===== config.mk =====
export PLATFORM = sky130hd
export DESIGN_NAME = instr_fetch_unit_flat
export DESIGN_NICKNAME = d
export VERILOG_FILES = /design/src/rtl/fetch_pkg.sv /design/src/rtl/instr_fetch_unit_if.sv /design/src/rtl/fetch_queue.sv /design/src/rtl/instr_fetch_unit.sv /design/src/flat_wrapper.sv
export SDC_FILE = /design/constraint.sdc
export NUM_CORES = 1
export LEC_CHECK = 0
export CAP_MARGIN = 10
export CORE_MARGIN = 1.5
export CORE_UTILIZATION = 50
export DETAILED_ROUTE_END_ITERATION = 6
export GPL_ROUTABILITY_DRIVEN = 0
export HOLD_SLACK_MARGIN = 0.05
export PLACE_DENSITY = 0.89
export SETUP_SLACK_MARGIN = 0.4
export SYNTH_ARGS = -nofsm -noshare
export SYNTH_HDL_FRONTEND = slang
export SYNTH_SLANG_ARGS = --single-unit

===== constraint.sdc =====
create_clock -name clk -period 21.8 [get_ports clk]
set_clock_uncertainty 0.05 [all_clocks]
set_input_delay 4.36 -clock clk [delete_from_list [all_inputs] [get_ports clk]]
set_output_delay 4.36 -clock clk [all_outputs]
set_load 0.05 [all_outputs]

===== src/rtl/fetch_pkg.sv =====
// Shared defaults, fetch-queue entry type and helpers for the instruction fetch unit.
// The optional misaligned-redirect check is enabled with FETCH_MISALIGN_CHK_EN.
package fetch_pkg;

    localparam int unsigned DEF_DATA_WIDTH = 32;
    localparam logic [DEF_DATA_WIDTH-1:0] DEF_RESET_PC = 32'h0040_0000;
    localparam int unsigned PC_INCR = 4;

    typedef struct packed {
        logic [DEF_DATA_WIDTH-1:0] pc;
        logic [DEF_DATA_WIDTH-1:0] instr;
    } fetch_entry_t;

    function automatic logic is_word_aligned(input logic [1:0] lsbs);
        return lsbs == 2'b00;
    endfunction

endpackage


===== src/rtl/instr_fetch_unit_if.sv =====
// ROM, redirect and decode-handshake signals of the fetch unit; master = fetch unit side.
// The misalign flag exists only when FETCH_MISALIGN_CHK_EN is defined.
interface instr_fetch_unit_if #(
    parameter int unsigned DATA_WIDTH = fetch_pkg::DEF_DATA_WIDTH
);

    logic [DATA_WIDTH-1:0] imem_addr;
    logic [DATA_WIDTH-1:0] imem_rd;
    logic                  redirect_valid;
    logic [DATA_WIDTH-1:0] redirect_pc;
    logic                  instr_valid;
    logic                  instr_ready;
    logic [DATA_WIDTH-1:0] instr_data;
    logic [DATA_WIDTH-1:0] instr_pc;

`ifdef FETCH_MISALIGN_CHK_EN
    logic                  misalign;

    modport master (
        output imem_addr,
        input  imem_rd,
        input  redirect_valid,
        input  redirect_pc,
        output instr_valid,
        input  instr_ready,
        output instr_data,
        output instr_pc,
        output misalign
    );

    modport slave (
        input  imem_addr,
        output imem_rd,
        output redirect_valid,
        output redirect_pc,
        input  instr_valid,
        output instr_ready,
        input  instr_data,
        input  instr_pc,
        input  misalign
    );
`else
    modport master (
        output imem_addr,
        input  imem_rd,
        input  redirect_valid,
        input  redirect_pc,
        output instr_valid,
        input  instr_ready,
        output instr_data,
        output instr_pc
    );

    modport slave (
        input  imem_addr,
        output imem_rd,
        output redirect_valid,
        output redirect_pc,
        input  instr_valid,
        output instr_ready,
        input  instr_data,
        input  instr_pc
    );
`endif

endinterface


===== src/rtl/fetch_queue.sv =====
// Small FIFO of fetched {pc, instr} entries with push/pop/flush; flush wins over push and pop.
// The head output holds its last shown value while the queue is empty.
module fetch_queue
    import fetch_pkg::*;
#(
    parameter type         entry_t = fetch_entry_t,
    parameter int unsigned Depth   = 2
) (
    input  logic   clk,
    input  logic   rst_n,
    input  logic   flush_i,
    input  logic   push_i,
    input  entry_t push_data_i,
    input  logic   pop_i,
    output logic   full_o,
    output logic   empty_o,
    output entry_t head_o
);

    localparam int unsigned PtrW = (Depth > 1) ? $clog2(Depth) : 1;
    localparam int unsigned CntW = PtrW + 1;

    entry_t          mem_q [Depth];
    entry_t          last_q;
    logic [PtrW-1:0] wr_ptr_q, wr_ptr_d;
    logic [PtrW-1:0] rd_ptr_q, rd_ptr_d;
    logic [CntW-1:0] count_q, count_d;
    logic            do_push;
    logic            do_pop;

    assign full_o  = (count_q == CntW'(Depth));
    assign empty_o = (count_q == '0);
    assign do_push = push_i && !flush_i;
    assign do_pop  = pop_i && !flush_i && !empty_o;

    assign head_o = empty_o ? last_q : mem_q[rd_ptr_q];

    // Pointers wrap naturally because Depth is a power of two.
    always_comb begin
        wr_ptr_d = wr_ptr_q;
        rd_ptr_d = rd_ptr_q;
        count_d  = count_q;
        if (flush_i) begin
            wr_ptr_d = '0;
            rd_ptr_d = '0;
            count_d  = '0;
        end else begin
            if (do_push) begin
                wr_ptr_d = wr_ptr_q + PtrW'(1);
            end
            if (do_pop) begin
                rd_ptr_d = rd_ptr_q + PtrW'(1);
            end
            if (do_push && !do_pop) begin
                count_d = count_q + CntW'(1);
            end else if (do_pop && !do_push) begin
                count_d = count_q - CntW'(1);
            end
        end
    end

    always_ff @(posedge clk) begin
        if (!rst_n) begin
            wr_ptr_q <= '0;
            rd_ptr_q <= '0;
            count_q  <= '0;
            last_q   <= '0;
        end else begin
            wr_ptr_q <= wr_ptr_d;
            rd_ptr_q <= rd_ptr_d;
            count_q  <= count_d;
            last_q   <= head_o;
        end
    end

    always_ff @(posedge clk) begin
        if (do_push) begin
            mem_q[wr_ptr_q] <= push_data_i;
        end
    end

endmodule


===== src/rtl/instr_fetch_unit.sv =====
// Instruction fetch initiator: owns the PC, fills the fetch queue and handles redirects.
// Define FETCH_MISALIGN_CHK_EN to trap misaligned redirect targets with a sticky flag.
module instr_fetch_unit
    import fetch_pkg::*;
#(
    parameter int unsigned           DATA_WIDTH  = DEF_DATA_WIDTH,
    parameter logic [DATA_WIDTH-1:0] RESET_PC    = DEF_RESET_PC,
    parameter int unsigned           QUEUE_DEPTH = 2
) (
    input logic                clk,
    input logic                rst_n,
    instr_fetch_unit_if.master fetch_if
);

    typedef struct packed {
        logic [DATA_WIDTH-1:0] pc;
        logic [DATA_WIDTH-1:0] instr;
    } entry_t;

    logic [DATA_WIDTH-1:0] fetch_pc_q, fetch_pc_d;
    logic                  flush;
    logic                  push;
    logic                  pop;
    logic                  fetch_en;
    logic                  q_full;
    logic                  q_empty;
    entry_t                push_entry;
    entry_t                head;

    assign flush = fetch_if.redirect_valid;

`ifdef FETCH_MISALIGN_CHK_EN
    logic misalign_q, misalign_d;
    logic bad_target;

    assign bad_target = flush && !is_word_aligned(fetch_if.redirect_pc[1:0]);
    assign fetch_en   = !misalign_q;

    always_comb begin
        misalign_d = misalign_q;
        if (bad_target) begin
            misalign_d = 1'b1;
        end
    end

    always_ff @(posedge clk) begin
        if (!rst_n) begin
            misalign_q <= 1'b0;
        end else begin
            misalign_q <= misalign_d;
        end
    end

    assign fetch_if.misalign = misalign_q;
`else
    assign fetch_en = 1'b1;
`endif

    assign fetch_if.imem_addr   = fetch_pc_q;
    assign fetch_if.instr_valid = !q_empty && fetch_en;
    assign fetch_if.instr_data  = head.instr;
    assign fetch_if.instr_pc    = head.pc;

    // A pop frees a slot in the same cycle, so a full queue still streams.
    assign pop  = fetch_if.instr_valid && fetch_if.instr_ready;
    assign push = !flush && fetch_en && (!q_full || pop);

    assign push_entry.pc    = fetch_pc_q;
    assign push_entry.instr = fetch_if.imem_rd;

    always_comb begin
        fetch_pc_d = fetch_pc_q;
        if (flush) begin
`ifdef FETCH_MISALIGN_CHK_EN
            if (!bad_target) begin
                fetch_pc_d = fetch_if.redirect_pc;
            end
`else
            fetch_pc_d = {fetch_if.redirect_pc[DATA_WIDTH-1:2], 2'b00};
`endif
        end else if (push) begin
            fetch_pc_d = fetch_pc_q + DATA_WIDTH'(PC_INCR);
        end
    end

    always_ff @(posedge clk) begin
        if (!rst_n) begin
            fetch_pc_q <= RESET_PC;
        end else begin
            fetch_pc_q <= fetch_pc_d;
        end
    end

    fetch_queue #(
        .entry_t (entry_t),
        .Depth   (QUEUE_DEPTH)
    ) u_queue (
        .clk         (clk),
        .rst_n       (rst_n),
        .flush_i     (flush),
        .push_i      (push),
        .push_data_i (push_entry),
        .pop_i       (pop),
        .full_o      (q_full),
        .empty_o     (q_empty),
        .head_o      (head)
    );

endmodule

===== src/flat_wrapper.sv =====
// flat-port wrapper written by rule: the top's interface ports become plain ports
module instr_fetch_unit_flat import fetch_pkg::*;
#(
    parameter int unsigned           DATA_WIDTH  = DEF_DATA_WIDTH,
    parameter logic [DATA_WIDTH-1:0] RESET_PC    = DEF_RESET_PC,
    parameter int unsigned           QUEUE_DEPTH = 2
)
  (clk, rst_n, fetch_if_imem_addr, fetch_if_imem_rd, fetch_if_redirect_valid, fetch_if_redirect_pc, fetch_if_instr_valid, fetch_if_instr_ready, fetch_if_instr_data, fetch_if_instr_pc);
  instr_fetch_unit_if #(.DATA_WIDTH(DATA_WIDTH)) fetch_if_i ();
  input logic clk;
  input logic rst_n;
  output wire logic [$bits(fetch_if_i.imem_addr)-1:0] fetch_if_imem_addr;
  input wire logic [$bits(fetch_if_i.imem_rd)-1:0] fetch_if_imem_rd;
  input wire logic [$bits(fetch_if_i.redirect_valid)-1:0] fetch_if_redirect_valid;
  input wire logic [$bits(fetch_if_i.redirect_pc)-1:0] fetch_if_redirect_pc;
  output wire logic [$bits(fetch_if_i.instr_valid)-1:0] fetch_if_instr_valid;
  input wire logic [$bits(fetch_if_i.instr_ready)-1:0] fetch_if_instr_ready;
  output wire logic [$bits(fetch_if_i.instr_data)-1:0] fetch_if_instr_data;
  output wire logic [$bits(fetch_if_i.instr_pc)-1:0] fetch_if_instr_pc;
  assign fetch_if_imem_addr = fetch_if_i.imem_addr;
  assign fetch_if_i.imem_rd = fetch_if_imem_rd;
  assign fetch_if_i.redirect_valid = fetch_if_redirect_valid;
  assign fetch_if_i.redirect_pc = fetch_if_redirect_pc;
  assign fetch_if_instr_valid = fetch_if_i.instr_valid;
  assign fetch_if_i.instr_ready = fetch_if_instr_ready;
  assign fetch_if_instr_data = fetch_if_i.instr_data;
  assign fetch_if_instr_pc = fetch_if_i.instr_pc;
  instr_fetch_unit #(.DATA_WIDTH(DATA_WIDTH), .RESET_PC(RESET_PC), .QUEUE_DEPTH(QUEUE_DEPTH)) u_core (.clk(clk), .rst_n(rst_n), .fetch_if(fetch_if_i));
endmodule

* Word level (Yosys, flattened, before mapping) *
Memory sizes are Yosys's and may differ from the RTL's. A register that Yosys moved wholly into a read port is not among the register bits.
Index checks and enable logic that the tools add are counted.
Widths: inputs -> output; s select.

cells by class
  $add $sub $neg = 5
  equal/unequal tests = 1
  muxes and demuxes = 9
  bitwise logic cells = 1
  reduce and logical (&&, ||, !) cells = 17

operator list
  kind                   count
  $mux 32                2
  $mux 64                1
  $add 32x3->32 const B  1
  $logic_and 1x1->1      7
  $logic_not 1->1        5
  $mux 1                 4
  $mux 2                 2
  $reduce_bool 2->1      2
  $add 1x1->1 const B    2
  $add 2x1->2 const B    1
  $eq 2x2->1 const B     1
  $logic_not 2->1        1
  $reduce_or 2->1        1
  $sub 2x1->2 const B    1
  $logic_or 1x1->1       1
  $not 1->1              1

word-level totals
  register bits = 100
  memory bits (writable) = 128
  bits of input ports = 68
  output and inout port bits = 97
  logic and storage cells = 41
  memories = 1

memory list
  memory                depth  bits a word  rd ports  clocked after memory_dff  wr ports  line               source
  u_core.u_queue.mem_q  2      64           1         1                         1         fetch_queue.sv:23  entry_t mem_q [Depth];

* Longest topological paths before layout *
  depth in word-level cells = 10
  gate-level depth with buffers = 9
  mapped depth without buffers = 7

* Modules after synthesis *
From an unflattened synthesis, not the netlist that was laid out.

unflattened totals
  cell total of the unflattened synthesis = 808
  area, all modules = 9795.6 µm²

by module, submodules not included
  module            times used  cells an instance  area each (µm²)  sequential area each (µm²)
  fetch_queue       1           574                7913.8           5225.0
  instr_fetch_unit  1           234                1881.8           600.6

* Worst setup path after synthesis *
OpenSTA, ideal clock, no wires.

  path kind = input to register
  start = in fetch_if_redirect_valid
  end = mem u_core.u_queue.mem_q[0][0] (netlist name) (enable)
  setup time = 558 ps
  arrival = 9237 ps
  required time = 21192 ps
  path slack = 11955 ps
  stages on the path = 4
  buffers on the path = 3
  cell sequence = clkbuf_1 clkbuf_1 clkbuf_1 nor3_1

on the way
  longest elaborated chain between the ends = 5

ends and longest elaborated chain
  element                           line                                       source
  start, declared                   flat_wrapper.sv:14                         input wire logic [$bits(fetch_if_i.redirect_valid)-1:0] fetch_if_redirect_valid;
  $logic_not 1->1 (*)               fetch_queue.sv:33, instr_fetch_unit.sv:66
  $logic_and 1x1->1                 instr_fetch_unit.sv:66                     assign push = !flush && fetch_en && (!q_full || pop);
  $logic_and 1x1->1 (*)             fetch_queue.sv:33                          assign do_push = push_i && !flush_i;
  $mux 1 (*)                        fetch_queue.sv:77                          if (do_push) begin
  $mux 1 (not written as such) (*)  fetch_queue.sv:78                          mem_q[wr_ptr_q] <= push_data_i;
  end, declared                     fetch_queue.sv:23

Every way passes the cells marked *; elsewhere a longest branch is shown, timed or not.

==> results.md <==
* Outcome: finished, final reports clean
* Min-Delay Path Class: reg -> reg
* Placed cells at 1079
* CTS Buffer Depth at 3
* Critical path's top delay family: buffers and inverters
* Crit path max fanout at 36
* Hold_buf cts at 0
* Initial antenna violation count at 0
* Vias at 6127
* Synth Area in Adders at 0.285%
* Largest net degree at the start of global routing at 130
* Post-DP HPWL at 11.9 mm
* Syn-to-layout area delta at 29.2%
* Die area at 18400 um^2
* Root buf cell: clkbuf_16
* Pre-CTS setup slack at 14.70 ns
* Initial Util at 51.0%
* Crit-path cells: buf_4 -> mux2i_1 -> o21ai_0 -> clkdlybuf4s50_1
* Antenna-violating nets left at 0
* Vias per cell at 5.46
* First-pass GRT wire length at 30.8 mm
* H-tree depth at 1
* Synth Area in XOR/XNOR at 1.49%
* Die H at 136 um
* Initial DRC count at 417
* CORE AREA at 17200 um^2
* Cells after synthesis at 734
* Setup TNS at 0 ns
* I/O Pins at 165
* Largest family of logic cells by synthesized area: simple AND/OR/NAND/NOR gates
* Number of synthesized flops with an enable pin at 124
* Maximum vdd drop at 0.0000747 V
* Endpoints failing setup at 0
* Num rows at 48
* Final Hold Violating Endpoints at 0
* IO Port Bufs at 160
* Critical path launch point type: register
* Crit-path slowest cell: clkdlybuf4s50_1
* Ys async rst share at 0%
* Crit end category: primary output
* Fin cells at 1122
* Fraction of layout cells with a size suffix above 1 at 6.35%
* Setup Crit Path Kind: reg -> out
* Fin nets at 950
* Placed inst area at 10600 um^2
* Routed length per instance at 17.7 um
* Fillers at 1255
* Cell area after synthesis at 8790 um^2
* Pins over their slew limit at 0
* PostCTS Resize Cnt at 0
* Worst path max stage delay at 0.86 ns
* Mux share of post-synthesis cell area at 7.18%
* Final Instance Area at 11400 um^2
* Finished Core Util at 65.9%
* Die width at 136 um
* Seq/Total Area, Yosys at 64.9%
* Number of global-route vias before repair at 5979
* Synth Area in Compound Gates at 8.43%
* Final Power at 1.06 mW
* Worst setup margin at 14.16 ns
* Max Freq at 131 MHz
* # DRC at 0
* Gr ovfl total at 0
* Mean Syn Cell Area at 12.0 um^2
* CTS tree: yes
* Setup Buffers After CTS at 0
* Tot GR Track Use at 21.3%
* Final hold slack at 0.427 ns
* Synth warn at 0
* CP arrival at 3.23 ns
* PwrDens at 93.3 nW/um^2
* Post-synthesis register bit count at 223
* LEAKAGE at 3.85 nW
* Post-synth cell types at 47
* Clock Latency Late Sink at 0.51 ns
* Clk sinks at 223
* Rel. slew slack at 22.0%
* Buf/Inv on CP at 2
* RSZ-0062 raised after global routing: false
* Minimum clock period at 7.64 ns
* MaxCap Viol Count at 0
* First-pass DRT Iterations at 5
* Post-Route WL at 19.8 mm
* CTS buffer count at 24
* Required @ worst endpoint at 17.39 ns
* Fin crit share at 35.0%
* Worst-Margin Slew at 1.17 ns
* Simple-gate share of the synthesized area at 15.1%
* # diodes at 0
* Ys flop type: edfxtp_1
* Clock Pin Slew Worst Setup and Hold Paths at 0.06 ns
-- final timing paths --
check | from | to | slack, ns | cells past startpoint
worst max-delay path | register | fetch_if_instr_pc[7] | 14.16 | 4
worst min-delay path | u_core.u_queue.last_q[33]$_SDFF_PN0_ | u_core.u_queue.last_q[33]$_SDFF_PN0_ | 0.43 | 1
worst max register to register | u_core.u_queue.count_q[0]$_SDFFE_PP0P_ | u_core.u_queue.count_q[1]$_SDFFE_PP0P_ | 19.19 | 7
worst min register to register | u_core.u_queue.last_q[33]$_SDFF_PN0_ | u_core.u_queue.last_q[33]$_SDFF_PN0_ | 0.43 | 1
-- state kept, by name, summed over array words and instances (netlist names), named ones only --
register / cells
u_core.u_queue.last_q: 64
u_core.u_queue.count_q: 2
u_core.u_queue.wr_ptr_q: 1
u_core.u_queue.rd_ptr_q: 1
u_core.u_queue.mem_q: 124
u_core.fetch_if.imem_addr: 30
-- Yosys cell counts (all sizes together), types with 9 or more instances --
library cell  number  area, um^2
dfxtp             99        1980
nor3              11        55.1
xnor2             11        96.3
nand2             76         285
nor4              10        62.6
and3               9        56.3
edfxtp           124        3720
nand4             12        90.1
mux2i             63         631
clkbuf            40         150
nor2              11        41.3
a31oi              9        56.3
nand3             19        95.1
or4                9        71.3
a21oi             12        60.1
and2              66         413
o21ai             86         430
-- cell usage in the layout (no fill, tap or decap), types with 2 or more instances in the layout --
cell type / Yosys / routed
edfxtp_1: 124 / 124
mux2i_1: 63 / 63
or3_1: 2 / 2
nand4_1: 11 / 11
conb_1: 1 / 2
and4_1: 4 / 4
clkinv_2: 0 / 3
nand3_1: 19 / 19
clkbuf_8: 0 / 7
nor4_1: 10 / 10
nand2_1: 76 / 76
buf_4: 2 / 7
a21oi_1: 12 / 12
nor3_1: 11 / 10
xnor2_1: 11 / 11
o21ai_0: 86 / 86
or3b_2: 3 / 3
or4_1: 8 / 8
inv_1: 7 / 7
o31ai_1: 8 / 8
a311oi_1: 3 / 3
nand2b_1: 5 / 5
clkbuf_1: 40 / 4
o311a_1: 3 / 3
clkinv_1: 0 / 2
dfxtp_1: 99 / 98
nor2b_1: 2 / 2
ha_1: 2 / 2
a31oi_1: 9 / 9
a32oi_1: 2 / 2
and2_1: 66 / 66
clkbuf_16: 0 / 25
and3_1: 9 / 8
nor3b_1: 3 / 2
nor2_1: 11 / 10
xor2_1: 4 / 4
clkdlybuf4s50_1: 0 / 159
-- layer usage --
metal	up-vias	routed length, um	track usage, %
met5	-	0	0
met4	0	504	6.69
met3	36	1180	4.12
met2	199	9860	36.9
met1	2937	8290	26.8
li1	2955	-	-
-- worst reg2reg max path: cells and delay by family (launching register included) --
kind	cells	cell delay [ns]
DFF	1	0.38
adders and majority gates	1	0.27
AOI/OAI and AO/OA	1	0.14
and+or+nand+nor	3	0.61
buffers and inverters	2	1.08
-- cells by family after synthesis --
group / Yosys count
AOI/OAI and AO/OA: 130
xor gates and xnor gates: 15
adders and majority gates: 2
buffers and inverters: 56
DFF: 223
muxes: 63
other: 1
and+or+nand+nor: 244
-- cell type report --
| type | instances | area [um^2] | area share [%] |
|---|---|---|---|
| clock buffer | 36 | 737 | 6.49 |
| clock inverter | 7 | 61.3 | 0.540 |
| timing repair buffer | 167 | 1650 | 14.5 |
| inverter | 8 | 30.0 | 0.265 |
| tap | 225 | 282 | 2.48 |
| sequential | 223 | 5710 | 50.3 |
| multi-input combinational | 456 | 2880 | 25.4 |
-- power by group --
| part | switching, mW | internal, mW |
|---|---|---|
| Clock | 0.159 | 0.244 |
| Sequential | 0.0155 | 0.471 |
| Combinational | 0.112 | 0.0578 |
| Total | 0.286 | 0.773 |
Note: power is estimated with default switching activity, not from simulation.
